## src/rtl/dpram_loader.sv

```systemverilog
// Streams 32-bit words into a byte-wide dual-port RAM, big-endian, from BASE_ADDR,
// with an optional per-byte write/readback/compare sequence.
module dpram_loader #(
  parameter int                    ADDR_WIDTH = 16,
  parameter int                    DATA_WIDTH = 8,
  parameter logic [ADDR_WIDTH-1:0] BASE_ADDR  = '0,
  parameter int                    VERIFY     = 1
) (
  input  logic                  clk,
  input  logic                  reset,
  input  logic                  start,
  input  logic [ADDR_WIDTH:0]   length,
  input  logic                  in_valid,
  input  logic [31:0]           in_data,
  output logic                  in_ready,
  output logic                  we,
  output logic [ADDR_WIDTH-1:0] waddr,
  output logic [DATA_WIDTH-1:0] wdata,
  input  logic [DATA_WIDTH-1:0] doutb,
  output logic                  busy,
  output logic                  done,
  output logic                  error,
  output logic [ADDR_WIDTH-1:0] err_addr,
  output logic [ADDR_WIDTH:0]   byte_count
);

  typedef enum logic [2:0] {IDLE, WAIT_WORD, WRITE, VRD, VCHK, DONE} state_t;

  localparam logic [ADDR_WIDTH:0]   ONE_CNT  = 1;
  localparam logic [ADDR_WIDTH-1:0] ONE_ADDR = 1;

  state_t                state, state_nxt, adv_state;
  logic [31:0]           word;
  logic [1:0]            lane;
  logic [ADDR_WIDTH:0]   remaining;
  logic                  last;
  logic                  advance;
  logic                  xfer;

  // The current byte is always the top lane of the shifted word register.
  assign wdata   = word[31 -: DATA_WIDTH];
  assign xfer    = in_valid && in_ready;
  assign advance = (state == WRITE && VERIFY == 0) || state == VCHK;

  always_ff @(posedge clk) begin
    if (reset) state <= IDLE;
    else       state <= state_nxt;
  end

  always_comb begin
    state_nxt = state;
    adv_state = WRITE;
    // In WRITE the decrement has not landed yet, so the final byte shows remaining==1.
    last = (state == WRITE) ? (remaining == ONE_CNT) : (remaining == '0);
    if (last)              adv_state = DONE;
    else if (lane == 2'd3) adv_state = WAIT_WORD;
    if (start) begin
      state_nxt = (length == '0) ? DONE : WAIT_WORD;
    end else begin
      case (state)
        WAIT_WORD: if (xfer) state_nxt = WRITE;
        WRITE:     state_nxt = (VERIFY != 0) ? VRD : adv_state;
        VRD:       state_nxt = VCHK;
        VCHK:      state_nxt = adv_state;
        default:   state_nxt = state;
      endcase
    end
  end

  // Registered outputs follow the state being entered so they line up with it.
  always_ff @(posedge clk) begin
    if (reset) begin
      in_ready   <= 1'b0;
      we         <= 1'b0;
      busy       <= 1'b0;
      done       <= 1'b0;
      error      <= 1'b0;
      err_addr   <= '0;
      byte_count <= '0;
      waddr      <= '0;
      word       <= '0;
      lane       <= '0;
      remaining  <= '0;
    end else begin
      in_ready <= (state_nxt == WAIT_WORD);
      we       <= (state_nxt == WRITE);
      busy     <= (state_nxt == WAIT_WORD) || (state_nxt == WRITE) ||
                  (state_nxt == VRD) || (state_nxt == VCHK);
      done     <= (state_nxt == DONE);
      if (start) begin
        waddr      <= BASE_ADDR;
        byte_count <= '0;
        remaining  <= length;
        error      <= 1'b0;
        err_addr   <= '0;
      end else begin
        if (xfer) begin
          word <= in_data;
          lane <= 2'd0;
        end
        if (state == WRITE) begin
          byte_count <= byte_count + ONE_CNT;
          remaining  <= remaining - ONE_CNT;
        end
        if (state == VCHK && doutb != wdata && !error) begin
          error    <= 1'b1;
          err_addr <= waddr;
        end
        if (advance) begin
          waddr <= waddr + ONE_ADDR;
          lane  <= lane + 2'd1;
          word  <= {word[31-DATA_WIDTH:0], {DATA_WIDTH{1'b0}}};
        end
      end
    end
  end

endmodule
```

## config.mk

```make
export PLATFORM = sky130hd
export DESIGN_NAME = dpram_loader
export DESIGN_NICKNAME = d
export VERILOG_FILES = /design/src/rtl/dpram_loader.sv
export SDC_FILE = /design/constraint.sdc
export NUM_CORES = 1
export LEC_CHECK = 0
export ABC_AREA = 1
export BUFFER_PORTS_ARGS = -buffer_cell sky130_fd_sc_hd__buf_4
export CAP_MARGIN = 25
export CORE_MARGIN = 5
export CORE_UTILIZATION = 58
export CTS_CLUSTER_DIAMETER = 120
export DETAILED_ROUTE_END_ITERATION = 10
export PLACE_DENSITY = 0.88
export SYNTH_ARGS = -nofsm -noshare
export SYNTH_HDL_FRONTEND = slang
export SYNTH_SLANG_ARGS = --single-unit
```

## constraint.sdc

```tcl
create_clock -name clk -period 3.6 [get_ports clk]
set_clock_uncertainty 0.2 [all_clocks]
set_input_delay 0.54 -clock clk [delete_from_list [all_inputs] [get_ports clk]]
set_output_delay 0.54 -clock clk [all_outputs]
set_load 0.1 [all_outputs]
```

==> results.ini, run 1 <==
[outcome]
outcome = finished clean

[drt]
wirelength_mm = 12.63
drtIter0Drc = 218
drc_errors = 0
vias_per_cell = 5.396
num_vias = 4948
wl_per_cell_um = 13.78
drtPass1Iterations = 5
ant_nets = 0

[clock_tree]
clock-sinks = 108
cts_max_level = 3
path_clk_slew_ns = 0.09
cts_root_buf = clkbuf_8
clkLatencyLatePin_ns = 0.36
cts_tree = done
cts_buffer_depth = 2
hold_buffers = 0
cts_buffers = 9
postCtsSetupRepairBufs = 0
cts_resized = 0

[synth]
yosysSeqAreaShare = 0.4237
syn-num-nets = 772
ys_top_cells_by_count = nand2_1 (186), dfxtp_1 (108), nor2_1 (72)
synth_xor_area_frac = 0.03433
synth.largest_area_cell = dfxtp_1
postSynthAreaPerCell_um2 = 7.227
synth_area_um2 = 5102
yosysUniqueCellTypes = 38
synth_top_family_by_area = simple AND/OR/NAND/NOR gates
synth_fa_ha_area_frac = 0.01226
synth-seq-cells = 108
synth.area.top_cells = dfxtp_1 (42%), nand2_1 (14%), nor2_1 (5.3%)
yosysTopAreaCellShare = 0.4237
synth.most_common_cell = nand2_1
synthArstFlopShare = 0
synth_compound_area_frac = 0.1564
synth_simple_gate_area_frac = 0.2894
synth_mux_area_frac = 0
synth_edf_count = 0
synthFlopType = dfxtp_1
ys_warn_count = 0
synthCells = 706

[power_and_ir_drop]
p_int_mw = 1.681
p_switching_mw = 0.6673
power.leakage_nw = 2.592
power.share.sequential = 0.540
powerDensity_nw_per_um2 = 381.1
vdd_drop_max_mv = 0.2471
pwr-share-comb = 0.157
netSwitchingFraction = 0.2841
p_clk_frac = 0.302

[grt]
antenna_found_initial = 0
grt_max_degree = 58
grtUsageTotal = 0.2279
grt_pass1_vias = 4791
overflow = 0
grt_pass1_wl_mm = 21.31

[sta]
fmax_ghz = 0.4228
finalHoldViolCount = 0
fin_crit_sh = 0.6570
rsz0062_at_grt = false
setup_slack_ns = 1.235
final.setup.tns_ns = 0
min_period_ns = 2.365
report.final.setup_viol = 0
drv_slew = 0
relSlewSlack = 0.4182
worst_slew_pin_slew_ns = 0.8718

[critical_path]
cp_common_cell = nor2_2
critPathKind = flop to flop
crit_chain = nor2_2 > nand2_4 > nor2_2 > nor2_1 > inv_2 > o21ai_0 > a31oi_1
worstPathMaxFanout = 57
end_kind = flop
worstSetupStartpointType = flop
cp-startpoint = state[1]
cp.required_ns = 3.69
cp-endpoint = word[16]
critical-path-slowest-cell = inv_2
reg2reg_to = word[16]
arrival_ns = 2.45
reg2reg_depth = 7
cp_slowest_stage_delay_ns = 0.57
r2r_start = state[1]
regToRegSetupSlack_ns = 1.23

[final_layout]
drive_gt1_frac = 0.2089
finalNetCount = 872
area_delta_synth_final_pct = 20.77
antenna_cells = 0

[floorplanning]
die_area_um2 = 10770
initial_core_util = 0.5908
core_area_um2 = 8636
row_count = 34
dieHeight_um = 103.8
die_w_um = 103.8
pin_count = 123

[placement]
pre_cts_ws_ns = 1.270
port_buffers = 122
gp_congestion = 0.8581
hpwl_mm = 9.199

[flow_run]
drv_cap = 0

[worst_hold_path]
hp-class = input port to flop
worstHoldStart = length[6]

[layer usage]
metal / track usage / routed length [µm]
met1: 0.2828 / 5440
met2: 0.3857 / 6216
met3: 0.04478 / 743
met4: 0.09436 / 232
met5: 0 / 0
[through the flow]
stage / instance area (µm²) / utilization / total power [mW] / std cells / hold slack, ns
2_1_floorplan: 5102 / - / 1.557 / 706 / 0.2327
3_3_place_gp: 5983 / 0.6928 / 1.651 / 903 / 0.2460
3_5_place_dp: 5983 / 0.6928 / 1.660 / 903 / 0.2522
4_1_cts: 6162 / 0.7136 / 2.351 / 917 / 0.2058
5_1_grt: 6162 / 0.7136 / 2.439 / 917 / 0.2177
6_report: 6162 / 0.7136 / 2.349 / 917 / 0.2176
[worst max-delay path: cells and delay by family (launching register included)]
family | cells | cell delay, ns
simple gates | 4 | 0.73
buf+inv | 1 | 0.57
compound gates | 2 | 0.40
flops | 1 | 0.38
[power by group through the flow]
stage	clock network (mW)	logic (mW)	registers (mW)
2_1_floorplan	0	0.240	1.32
3_3_place_gp	0	0.358	1.29
3_5_place_dp	0	0.365	1.30
4_1_cts	0.716	0.367	1.27
5_1_grt	0.759	0.405	1.28
6_report	0.710	0.369	1.27
[cell type report]
class / instances / area (µm²)
well taps: 108 / 135.1
multi-input cells: 500 / 2512
fillers: 678 / 2474
clock inverters: 4 / 51.30
inverters: 62 / 235.2
repair buffers: 125 / 938.4
clock buffers: 10 / 127.6
flip-flops and latches: 108 / 2162
[cell usage in the layout (no fill, tap or decap), types with 2 or more instances in the layout]
master / count
a21oi_1: 50
a31oi_1: 33
buf_4: 125
clkbuf_8: 9
dfxtp_1: 108
ha_1: 5
inv_1: 55
inv_2: 5
nand2_1: 186
nand2_2: 2
nand3_1: 15
nand3_2: 3
nand4_1: 8
nor2_1: 72
nor2_2: 6
nor2_4: 3
nor3_1: 20
nor3_2: 5
nor3_4: 2
nor3b_1: 4
o21a_1: 4
o21ai_0: 41
o21ai_1: 10
o31ai_1: 2
xnor2_1: 8
xor2_1: 12
[worst min path at each step]
stage,to,slack [ns],cells past startpoint
finish,remaining[6],0.22,3
global route,remaining[6],0.22,3
CTS,remaining[6],0.21,3
detailed placement,lane[0],0.25,1
global placement,lane[0],0.25,1
floorplan,lane[0],0.23,1
[registers in the layout, indices dropped and copies added (netlist names)]
| name | cells |
|---|---|
| remaining | 17 |
| state | 3 |
| byte_count | 17 |
| busy | 1 |
| err_addr | 16 |
| waddr | 16 |
| lane | 2 |
| word | 32 |
| we | 1 |
| error | 1 |
| in_ready | 1 |
| done | 1 |
[cell families after synthesis]
family          Yosys count
xor+xnor                 20
simple gates            330
fa+ha+maj                 5
flops                   108
buf+inv                  98
compound gates          145
Power figures use the tool's default switching activity.
==> run 2, diff against run 1 <==
==> config.mk (replaced) <==
export PLATFORM = sky130hd
export DESIGN_NAME = dpram_loader
export DESIGN_NICKNAME = d
export VERILOG_FILES = /design/src/rtl/dpram_loader.sv
export SDC_FILE = /design/constraint.sdc
export NUM_CORES = 1
export LEC_CHECK = 0
export ABC_AREA = 0
export BUFFER_PORTS_ARGS = -buffer_cell sky130_fd_sc_hd__buf_4
export CAP_MARGIN = 25
export CORE_MARGIN = 5
export CORE_UTILIZATION = 48
export CTS_CLUSTER_DIAMETER = 120
export DETAILED_ROUTE_END_ITERATION = 10
export PLACE_DENSITY = 0.78
export SYNTH_ARGS = -nofsm -noshare
export SYNTH_HDL_FRONTEND = slang
export SYNTH_SLANG_ARGS = --single-unit
==> constraint.sdc (replaced) <==
create_clock -name clk -period 1.97 [get_ports clk]
set_clock_uncertainty 0.2 [all_clocks]
set_input_delay 0.2955 -clock clk [delete_from_list [all_inputs] [get_ports clk]]
set_output_delay 0.2955 -clock clk [all_outputs]
set_load 0.1 [all_outputs]
==> run 2 against run 1 <==
  * The flow now finishes with violations (setup timing)
  * Critical path depth rose by 1
  * Design area rose by 12%
  * Via count fell by 5.3%
  * Global-route usage fell by 2.3 points
  * Setup slack got worse by 1.2 ns
  * Non-clock buffer count rose by 68
  * Critical endpoint is now busy
==> results.ini, run 2 <==
[outcome]
violations = setup timing
outcome = finished with violations  ; was finished clean

[clock_tree]
path_clk_slew_ns = 0.10  ; was 0.09 ns
cts_buffer_depth = 2  ; unchanged
cts_max_level = 3  ; unchanged
cts_buffers = 9  ; unchanged
cts_root_buf = clkbuf_8  ; unchanged
cts_tree = done  ; unchanged
clkLatencyLatePin_ns = 0.37  ; was 0.36 ns
clock-sinks = 108  ; unchanged

[sta]
fmax_ghz = 0.5048
finalHoldViolCount = 0  ; unchanged
setup_slack_ns = -0.01105  ; was 1.235 ns
report.final.setup_viol = 1  ; was 0
drv_slew = 0  ; unchanged
fin_crit_sh = 1.006
final.setup.tns_ns = -0.01105  ; was 0 ns
rsz0062_at_grt = true  ; was false
relSlewSlack = 0.6915  ; was 0.4182
worst_slew_pin_slew_ns = 0.4627  ; was 0.8718 ns
min_period_ns = 1.981

[power_and_ir_drop]
p_clk_frac = 0.331  ; was 0.302
powerDensity_nw_per_um2 = 617.4  ; was 381.1 nW/µm²
vdd_drop_max_mv = 0.3911  ; was 0.2471 mV
p_switching_mw = 1.129  ; was 0.6673 mW
power.share.sequential = 0.535  ; was 0.540
power.leakage_nw = 2.805  ; was 2.592 nW
p_int_mw = 3.138  ; was 1.681 mW
netSwitchingFraction = 0.2646  ; was 0.2841
pwr-share-comb = 0.134  ; was 0.157

[final_layout]
largest-register = word  ; unchanged
final_cell_mix = buf_4 (150), nor2_1 (91), nand2_1 (85)  ; was nand2_1 (186), buf_4 (125), dfxtp_1 (108)
drive_gt1_frac = 0.3311  ; was 0.2089
antenna_cells = 0  ; unchanged
finalNetCount = 802  ; was 872
reg.largest.list = word (32), byte_count (17), remaining (17)  ; unchanged
final_cells = 876  ; was 917
final_common_cell = buf_4  ; was nand2_1
area_delta_synth_final_pct = 40.45  ; was 20.77%
largest_reg_flops = 32  ; unchanged

[grt]
grtUsageTotal = 0.2044  ; was 0.2279
antenna_found_initial = 0  ; unchanged
overflow = 0  ; unchanged
grt_pass1_vias = 4511  ; was 4,791
grt_max_degree = 53  ; was 58
grt_pass1_wl_mm = 21.42  ; was 21.31 mm

[floorplanning]
initial_core_util = 0.4854  ; was 0.5908
die_area_um2 = 12380  ; was 10,770 µm²
pin_count = 123  ; unchanged
core_area_um2 = 10140  ; was 8636 µm²
die_w_um = 111.3  ; was 103.8 µm
dieHeight_um = 111.3  ; was 103.8 µm
row_count = 37  ; was 34

[synth]
yosysTopAreaCellShare = 0.4394  ; was 0.4237
ys_top_cells_by_count = dfxtp_1 (108), nor2_1 (91), nand2_1 (85)  ; was nand2_1 (186), dfxtp_1 (108), nor2_1 (72)
ys_warn_count = 0  ; unchanged
synth.largest_area_cell = dfxtp_1  ; unchanged
synth_edf_count = 0  ; unchanged
synthCells = 572  ; was 706
synth.area.top_cells = dfxtp_1 (44%), nor2_1 (6.9%), nand2_1 (6.5%)  ; was dfxtp_1 (42%), nand2_1 (14%), nor2_1 (5.3%)
synthFlopType = dfxtp_1  ; unchanged
postSynthAreaPerCell_um2 = 8.603  ; was 7.227 µm²
synth_area_um2 = 4921  ; was 5102 µm²
synth.most_common_cell = dfxtp_1  ; was nand2_1
synthArstFlopShare = 0  ; unchanged
synth-seq-cells = 108  ; unchanged
yosysSeqAreaShare = 0.4394  ; was 0.4237
syn-num-nets = 639  ; was 772
yosysUniqueCellTypes = 49  ; was 38

[placement]
pre_cts_ws_ns = -0.01843  ; was 1.270 ns
gp_congestion = 0.8867  ; was 0.8581
port_buffers = 122  ; unchanged
placed_cells = 812  ; was 903
hpwl_mm = 8.619  ; was 9.199 mm

[critical_path]
end_kind = flop  ; unchanged
worstPathMaxFanout = 5  ; was 57
arrival_ns = 2.03  ; was 2.45 ns
critPathKind = input port to flop  ; was flop to flop
reg2reg_depth = 7  ; unchanged
worstSetupStartpointType = input port  ; was flop
cp.required_ns = 2.02  ; was 3.69 ns

[drt]
wirelength_mm = 13.24  ; was 12.63 mm
wl_per_cell_um = 15.11  ; was 13.78 µm
ant_nets = 0  ; unchanged
drtPass1Iterations = 5  ; unchanged
drtIter0Drc = 337  ; was 218
num_vias = 4688  ; was 4,948
vias_per_cell = 5.352  ; was 5.396
drc_errors = 0  ; unchanged

[worst_hold_path]
hp-class = input port to flop  ; unchanged
holdPathStages = 3  ; unchanged

[flow_run]
drv_cap = 0  ; unchanged

-- run 2: changes by cell type in the layout (fill, tap and decap cells not counted), sizes merged, moves of 24 or more --
cell	before	now
nand2	189	85
a311oi	0	26
o21ai	52	9
dlygate4sd3	0	37
a31oi	33	0
xnor2	8	32
a21oi	50	21
buf	125	155
inv	62	11
-- run 2: power groups by stage --
| stage | logic (mW) | registers, mW | clock network, mW |
|---|---|---|---|
| CTS | 0.534 | 2.28 | 1.44 |
| detailed placement | 0.471 | 2.33 | 0 |
| global placement | 0.461 | 2.33 | 0 |
| global route | 0.616 | 2.29 | 1.53 |
| finish | 0.573 | 2.28 | 1.41 |
| floorplan | 0.266 | 2.34 | 0 |
-- run 2: repair_timing --
action,4_1_cts,5_1_grt
resized for setup,5,24
hold endpoints to repair,40,0
endpoints found under the setup margin,9,49
gates cloned,0,1
setup buffers,0,10
hold buffers,37,0
pin swaps,2,10
-- run 2: per-stage QoR --
step | instance area [µm²] | hold WS, ns | power (mW) | utilization
after floorplan | 4981 | 0.2401 | 2.610 | -
after global placement | 6103 | 0.2564 | 2.787 | 0.6020
after detailed placement | 6103 | 0.2662 | 2.800 | 0.6020
after CTS | 6700 | 0.004666 | 4.255 | 0.6609
after global routing | 6912 | 0.009492 | 4.434 | 0.6817
final | 6912 | 0.01448 | 4.268 | 0.6817
-- run 2: path summary, 6_finish.rpt --
kind	from	to	slack, ns
worst max-delay path	length[10]	busy	-0.01
worst min-delay path	in_data[7]	word[7]	0.01
worst max register to register	remaining[9]	in_ready	0.02
worst min register to register	lane[1]	lane[1]	0.28
-- run 2: cell type report --
type | instances | area [µm²]
fillers | 762 | 3227
multi-input cells | 414 | 2679
flip-flops and latches | 108 | 2210
repair buffers | 193 | 1613
well taps | 136 | 170.2
clock buffers | 10 | 137.6
clock inverters | 6 | 68.82
inverters | 9 | 33.78
-- run 2: worst max-delay path, stage by stage --
cell           delay, ns
dlygate4sd3_1       0.54
buf_4               0.15
nor4_4              0.32
nand3_2             0.15
o22ai_2             0.18
buf_4               0.18
xor2_2              0.16
nor2_1              0.05
-- run 2: metal layers --
metal / GRT usage / up-vias / share of wire / wire (µm)
li1: - / 2303 / - / -
met5: 0 / - / 0 / 0
met2: 0.3502 / 152 / 0.51 / 6745
met3: 0.03439 / 30 / 0.056 / 740
met1: 0.2520 / 2203 / 0.41 / 5408
met4: 0.08921 / 0 / 0.026 / 345
-- run 2: logic make-up after synthesis --
| group | Yosys count | synth area share |
|---|---|---|
| fa+ha+maj | 6 | 0.01526 |
| buf+inv | 50 | 0.04831 |
| simple gates | 257 | 0.2461 |
| xor+xnor | 50 | 0.08899 |
| flops | 108 | 0.4394 |
| compound gates | 81 | 0.1213 |
| mux | 20 | 0.04068 |
